<file path="config.mk">
export PLATFORM = sky130hd
export DESIGN_NAME = load_store_unit
export DESIGN_NICKNAME = d
export VERILOG_FILES = /design/src/rtl/lsu_pkg.sv /design/src/rtl/lsu_byte_lane.sv /design/src/rtl/load_store_unit.sv
export SDC_FILE = /design/constraint.sdc
export NUM_CORES = 1
export LEC_CHECK = 0
export ABC_AREA = 1
export BUFFER_PORTS_ARGS = -buffer_cell sky130_fd_sc_hd__buf_2
export CAP_MARGIN = 20
export CELL_PAD_IN_SITES_DETAIL_PLACEMENT = 0
export CELL_PAD_IN_SITES_GLOBAL_PLACEMENT = 1
export CORE_ASPECT_RATIO = 1.2
export CORE_MARGIN = 5
export CORE_UTILIZATION = 28
export CTS_CLUSTER_SIZE = 25
export DETAILED_ROUTE_END_ITERATION = 6
export PLACE_DENSITY_LB_ADDON = 0.12
export RECOVER_POWER = 100
export SYNTH_ARGS = -nofsm -noshare
export SYNTH_HDL_FRONTEND = slang
export SYNTH_SLANG_ARGS = --single-unit
</file>
<file path="constraint.sdc">
create_clock -name clk -period 6.7 [get_ports clk]
set_input_delay 1.34 -clock clk [delete_from_list [all_inputs] [get_ports clk]]
set_output_delay 1.34 -clock clk [all_outputs]
set_load 0.02 [all_outputs]
</file>
<file path="src/rtl/lsu_pkg.sv">
// Shared definitions for the load/store unit: funct3 width codes, FSM encoding,
// the latched request record and the access-size helper.
package lsu_pkg;

    localparam logic [2:0] F3_B   = 3'b000;
    localparam logic [2:0] F3_H   = 3'b001;
    localparam logic [2:0] F3_W   = 3'b010;
    localparam logic [2:0] F3_D   = 3'b011;
    localparam logic [2:0] F3_BU  = 3'b100;
    localparam logic [2:0] F3_HU  = 3'b101;
    localparam logic [2:0] F3_WU  = 3'b110;
    localparam logic [2:0] F3_ILL = 3'b111;

    typedef enum logic [1:0] {
        ST_IDLE = 2'd0,
        ST_RD   = 2'd1,
        ST_WR   = 2'd2,
        ST_RESP = 2'd3
    } state_t;

    typedef struct packed {
        logic        write;
        logic [2:0]  funct3;
        logic [63:0] addr;
        logic [63:0] wdata;
    } lsu_req_t;

    // Access size in bytes; the unsigned variants share the low two bits.
    function automatic logic [3:0] size_bytes(input logic [2:0] funct3);
        case (funct3[1:0])
            2'b00:   return 4'd1;
            2'b01:   return 4'd2;
            2'b10:   return 4'd4;
            default: return 4'd8;
        endcase
    endfunction

endpackage

</file>
<file path="src/rtl/lsu_byte_lane.sv">
// Combinational data path: load extraction with sign/zero extension and
// store merge of the low N bytes over a read-back doubleword.
module lsu_byte_lane
    import lsu_pkg::*;
(
    input  logic [2:0]  funct3,
    input  logic [63:0] rd_data,
    input  logic [63:0] wdata,
    output logic [63:0] ld_data,
    output logic [63:0] st_data
);

    logic [3:0] nbytes;
    logic       sext;

    assign nbytes = size_bytes(funct3);
    assign sext   = ~funct3[2];

    always_comb begin
        ld_data = rd_data;
        case (funct3[1:0])
            2'b00:   ld_data = {{56{sext & rd_data[7]}},  rd_data[7:0]};
            2'b01:   ld_data = {{48{sext & rd_data[15]}}, rd_data[15:0]};
            2'b10:   ld_data = {{32{sext & rd_data[31]}}, rd_data[31:0]};
            default: ld_data = rd_data;
        endcase
    end

    // Bytes below the access size come from the store data, the rest are kept.
    for (genvar i = 0; i < 8; i++) begin : g_merge
        assign st_data[8*i +: 8] = (4'(i) < nbytes) ? wdata[8*i +: 8] : rd_data[8*i +: 8];
    end

endmodule

</file>
<file path="src/rtl/load_store_unit.sv">
// Single-outstanding load/store initiator for a 64-bit byte-addressed memory.
// Optional LSU_MISALIGN_TRAP_EN turns size-misaligned accesses into errors.
module load_store_unit
    import lsu_pkg::*;
#(
    parameter int MEM_BYTES = 1234,
    parameter int XLEN      = 64
) (
    input  logic            clk,
    input  logic            reset,
    input  logic            req_valid,
    output logic            req_ready,
    input  logic            req_write,
    input  logic [2:0]      req_funct3,
    input  logic [XLEN-1:0] req_addr,
    input  logic [XLEN-1:0] req_wdata,
    output logic            resp_valid,
    output logic [XLEN-1:0] resp_rdata,
    output logic            resp_err,
    output logic [XLEN-1:0] Mem_Addr,
    output logic [XLEN-1:0] Write_Data,
    output logic            MemWrite,
    output logic            MemRead,
    input  logic [XLEN-1:0] Read_Data
);

    state_t      state, state_nxt;
    lsu_req_t    req_q;
    logic [63:0] data_q;
    logic        err_q;

    logic        accept;
    logic        req_illegal;
    logic        out_of_range;
    logic        misaligned;
    logic        req_err;
    logic [64:0] addr_last;
    logic [63:0] ld_data;
    logic [63:0] st_data;

    // One extra bit so addresses near 2^64 cannot wrap into range.
    assign addr_last    = {1'b0, req_addr} + 65'd7;
    assign out_of_range = addr_last >= 65'(MEM_BYTES);
    assign req_illegal  = (req_funct3 == F3_ILL) || (req_write && req_funct3[2]);

`ifdef LSU_MISALIGN_TRAP_EN
    logic [3:0] size_m1;
    assign size_m1    = size_bytes(req_funct3) - 4'd1;
    assign misaligned = |(req_addr[2:0] & size_m1[2:0]);
`else
    assign misaligned = 1'b0;
`endif

    assign req_err = req_illegal | out_of_range | misaligned;
    assign accept  = req_valid & req_ready;

    lsu_byte_lane u_lane (
        .funct3  (req_q.funct3),
        .rd_data (Read_Data),
        .wdata   (req_q.wdata),
        .ld_data (ld_data),
        .st_data (st_data)
    );

    always_ff @(posedge clk) begin
        if (reset) state <= ST_IDLE;
        else       state <= state_nxt;
    end

    // data_q holds the store data (raw or merged) or the extended load result.
    always_ff @(posedge clk) begin
        if (reset) begin
            req_q  <= '0;
            data_q <= '0;
            err_q  <= 1'b0;
        end else begin
            case (state)
                ST_IDLE: if (accept) begin
                    req_q  <= '{write: req_write, funct3: req_funct3,
                               addr: req_addr, wdata: req_wdata};
                    data_q <= req_write ? req_wdata : '0;
                    err_q  <= req_err;
                end
                ST_RD:   data_q <= req_q.write ? st_data : ld_data;
                default: ;
            endcase
        end
    end

    always_comb begin
        state_nxt  = state;
        req_ready  = 1'b0;
        resp_valid = 1'b0;
        resp_err   = 1'b0;
        resp_rdata = '0;
        MemRead    = 1'b0;
        MemWrite   = 1'b0;
        Mem_Addr   = '0;
        Write_Data = '0;
        case (state)
            ST_IDLE: begin
                req_ready = 1'b1;
                if (req_valid) begin
                    if (req_err)                                state_nxt = ST_RESP;
                    else if (req_write && req_funct3 == F3_D)   state_nxt = ST_WR;
                    else                                        state_nxt = ST_RD;
                end
            end
            ST_RD: begin
                MemRead   = 1'b1;
                Mem_Addr  = req_q.addr;
                state_nxt = req_q.write ? ST_WR : ST_RESP;
            end
            ST_WR: begin
                MemWrite   = 1'b1;
                Mem_Addr   = req_q.addr;
                Write_Data = data_q;
                state_nxt  = ST_RESP;
            end
            ST_RESP: begin
                resp_valid = 1'b1;
                resp_err   = err_q;
                resp_rdata = (req_q.write || err_q) ? '0 : data_q;
                state_nxt  = ST_IDLE;
            end
            default: state_nxt = ST_IDLE;
        endcase
        // Gating by reset means a reset landing in WR never commits the write.
        if (reset) begin
            req_ready  = 1'b0;
            resp_valid = 1'b0;
            resp_err   = 1'b0;
            resp_rdata = '0;
            MemRead    = 1'b0;
            MemWrite   = 1'b0;
            Mem_Addr   = '0;
            Write_Data = '0;
        end
    end

endmodule
</file>
Yosys cells after proc, flatten, opt, wreduce, memory -nomap -nowiden

Index checks and enable logic that the tools add are counted.
W data, S select, Z words.

$add $sub $neg: 1
$lt $le $gt $ge: 9
Equal/unequal tests: 9
Muxes and demuxes: 36
Bitwise operators: 6
Reductions and logical operators: 10

Operators by type and width:

| kind                    | number |
|---|---|
| $mux W64                | 10 |
| $pmux W64 S3            | 1 |
| $pmux W64 S2            | 1 |
| $add A64 B3 Y65 const B | 1 |
| $ge A65 B11 Y1 const B  | 1 |
| $mux W8                 | 8 |
| $lt A3 B4 Y1 const A    | 4 |
| $pmux W4 S3             | 1 |
| $mux W1                 | 11 |
| $lt A1 B4 Y1 const A    | 2 |
| $lt A2 B4 Y1 const A    | 2 |
| $pmux W2 S4             | 1 |
| $eq A2 B2 Y1 const B    | 3 |
| $mux W2                 | 3 |
| $and A1 B1 Y1           | 4 |
| $eq A2 B1 Y1 const B    | 2 |
| $logic_not A2 Y1        | 2 |
| $ne A2 B2 Y1 const B    | 2 |
| $reduce_and A2 Y1       | 2 |
| $eq A3 B2 Y1 const B    | 1 |
| $eq A3 B3 Y1 const B    | 1 |
| $logic_and A1 B1 Y1     | 2 |
| $logic_or A1 B1 Y1      | 2 |
| $reduce_bool A2 Y1      | 1 |
| other kinds (3)         | 3 |

Flip-flop bits (word level): 199
Input bits: 199
Output and inout bits: 197
Logic and storage cells: 78

Logic depth before layout (Yosys ltp)

Word-level depth: 6
Gate-level depth with buffers: 20
Gate-level depth less buffers: 20

By module

Synthesis repeated with hierarchy kept, for this count alone.

Cells, all modules: 2317
Area, all modules: 13446.6 um^2

Modules (own cells, without submodules):

| module          | times used | cells an instance | area an instance (um^2) |
|---|---|---|---|
| load_store_unit | 1          | 1989              | 11760.0 |
| lsu_byte_lane   | 1          | 328               | 1686.6 |

Worst setup path after synthesis

No wires, ideal clock.

Path kind: in2out
From: input port reset
To: output port resp_rdata[25]
Data arrival time: 2554 ps
Data required time: 5360 ps
Path slack: 2806 ps
Cell stages on the path: 6
Cells stage by stage: buf_2 -> clkinv_1 -> nand2_1 -> clkbuf_1 -> buf_1 -> nor3_1

Longest elaborated chain between the ends: 1

RTL lines:

| item               | RTL line               | source |
|---|---|---|
| start: declaration | load_store_unit.sv:10  | `input logic reset,` |
| $mux W64           | load_store_unit.sv:129 | `if (reset) begin` |
| end: declaration   | load_store_unit.sv:18  | `output logic [XLEN-1:0] resp_rdata,` |

Every way passes these cells.

Final worst setup path

From: input port reset
To: register req_q[100] in the netlist's numbering

Longest elaborated chain between the ends: 3

RTL lines:

| item                               | RTL line               | source |
|---|---|---|
| $mux W1                            | load_store_unit.sv:129 |  |
| $and A1 B1 Y1                      | load_store_unit.sv:55  | `assign accept = req_valid & req_ready;` |
| $reduce_and A2 Y1 (no source line) | --                     |  |
| end signal: assignment             | load_store_unit.sv:79  | `req_q <= '{write: req_write, funct3: req_funct3,` |
| end: declaration                   | load_store_unit.sv:28  | `lsu_req_t req_q;` |

Parallel ways exist; a longest one is shown, timed or not.
A chain may end at the register's enable or synchronous reset.

==> qor.yml <==
peakVddDrop_mv: 0.231
critPathRequiredTime_ns: 7.02
vias: 14600
placed_cell_area_um2: 15100
avgRoutedWirePerCell_um: 17.5
fp.dieH_um: 243
yosysWarnings: 0
synth_cell_types: 38
ys_seq_area_frac: 0.314
r2r_cells: 9
crit_type: "in2reg"
slowest_delay_ns: 1.93
grt_pass1_wl_um: 82100
dp.final_hpwl_um: 39800
syn_area_um2: 12700
vias_per_cell: 4.78
cts_hold_buf: 0
start_util: 0.283
synth_top_family_by_area: "simple AND/OR/NAND/NOR gates"
drc: 0
relSlewSlack: -1.38
min_period_ns: 5.06
core_um2: 44900
synth_edf_count: 0
hold_depth: 2
io_pins: 396
synth-compound-area-share: 0.175
final_util: 0.345
dr.first_iter.drc_count: 836
startpoint_type: "input pin"
hold_path.class: "reg2reg"
cap_violations: 4
antenna_found_initial: 11
synth_cells: 2129
violations: "capacitance limit, slew limit"
h-tree-depth: 4
cts_tree: "built"
fin_total_pwr_uw: 4640
synthAdderAreaFrac: 0.00592
syn_nets: 2334
dr.pass1.iters: 5
power.leakage_uw: 0.00643
insertion_delay_ns: 0.47
std_cell_rows: 85
cp.arrival_ns: 5.38
post-route-period-util: 0.755
ys_ff_latch: 199
clockBufferDepth: 2
worst_pin_slew_ns: 3.57
crit_cells: 7
ant_nets: 0
cts.sinks: 199
grt_max_degree: 91
final_cell_mix: "595 x nand2_1, 329 x nor2_1, 220 x inv_1, 204 x buf_2, 199 x dfxtp_1"
end_kind: "flip-flop"
clock-skew-final_ns: 0.00650
dieWidth_um: 204
cp_max_fo: 90
synth-main-ff-cell: "dfxtp_1"
regToRegSetupSlack_ns: 2.00
rsz0062_at_grt: "no"
portBuffers: 395
finalSetupViolCount: 0
dieArea_um2: 49700
final_common_cell: "nand2_1"
status: "finished, violations left"
clk_pin_slew_ns: 0.07
tns_ns: 0
ctsResizeCount: 0
p_per_area_nw_per_um2: 300
tritoncts.num_buffers: 17
postCtsSetupRepairBufs: 0
avgSynthCellArea_um2: 5.96
grt_overflow: 0
cts-root-buf: "clkbuf_16"
place_congestion: 0.890
nets: 2636
async_flop_share: 0
wirelength_um: 53500
hold_violations: 0
grt_pass1_vias: 14200
cp_cell_sequence: "buf_2 -> nor2_1 -> nand2_4 -> clkinvlp_2 -> buf_4 -> nand2_1 -> o21ai_0"
syn2layout_area_growth_pct: 21.9
synth_mux_area_frac: 0
track_usage: 0.208
cp_top_family: "buffers and inverters"
synthXorXnorAreaFrac: 0.00621
crit_path_top_delay_cell: "clkinvlp_2"
stdcell_area_um2: 15500
max_freq_mhz: 198
slew_violations: 282
crit_buf_inv: 3
final_layout_size_suffix_gt1_frac: 0.122
synth-simple-area-share: 0.392
## worst paths after layout
| path | start | to |
|---|---|---|
| worst min register to register | req_q[14] | req_q[14] |
| worst min-delay path | req_q[14] | req_q[14] |
| worst max register to register | state[0] | req_q[100] |
| worst max-delay path | reset | req_q[100] |
## layer usage
metal / vias up / routed length, um / GRT usage
met5: - / 60 / 0
met4: 8 / 1560 / 0.0794
met3: 69 / 2210 / 0.0299
met2: 361 / 26900 / 0.375
met1: 6676 / 22700 / 0.249
li1: 7506 / - / -
## registers in the layout, indices dropped and copies added (netlist names)
register and count:
state 2, req_q 132, data_q 64, err_q 1
## worst register-to-register path, stage by stage (launching register included)
cell	delay (ns)
dfxtp_1	0.39
inv_1	0.08
ha_1	0.19
inv_1	0.18
nor2_1	0.12
nand2_4	0.26
clkinvlp_2	1.93
buf_4	1.07
nand2_1	0.25
o21ai_0	0.09
## per-stage QoR
step	worst slack, ns	hold slack, ns	instances
2_1_floorplan	2.81	0.430	2129
3_3_place_gp	2.00	0.443	3019
3_5_place_dp	1.93	0.447	3020
4_1_cts	2.29	0.458	3052
5_1_grt	1.10	0.478	3058
6_report	1.64	0.457	3059
## cells in the mapped netlist, drive strengths merged (5+ instances only)
cell type | n | area, um^2
nand4 | 19 | 119
nor3 | 72 | 360
nor2 | 355 | 1480
o22ai | 30 | 188
a21oi | 54 | 274
a41oi | 9 | 78.8
a211oi | 16 | 120
a221oi | 49 | 429
xor2 | 6 | 52.6
o21ai | 196 | 981
ha | 6 | 75.1
inv | 224 | 841
clkbuf | 112 | 420
buf | 16 | 73.8
nand2 | 610 | 2340
clkinv | 5 | 18.8
dfxtp | 199 | 3980
o211ai | 13 | 97.6
nand3b | 7 | 52.6
nand3 | 115 | 591
## where the power goes
group | switching (uW) | internal, uW | leakage [uW]
logic | 1380 | 524 | 0.00450
registers | 115 | 1520 | 0.00163
clock network | 507 | 585 | 0.000290
total | 2010 | 2630 | 0.00643
## logic make-up after synthesis
family                     after synthesis
and+or+nand+nor                       1184
DFF                                    199
buffers and inverters                  357
adders and majority gates                6
xor gates and xnor gates                 9
AOI/OAI and AO/OA                      374
## cell type report
type / instances / area, um^2
fill: 5206 / 29400
tap: 609 / 762
antenna: 6 / 15.0
multi-input combinational: 1573 / 7370
inverter: 229 / 862
timing repair buffer: 411 / 1890
sequential: 199 / 3980
clock inverter: 9 / 115
clock buffer: 23 / 478
(Power assumes the default switching activity.)
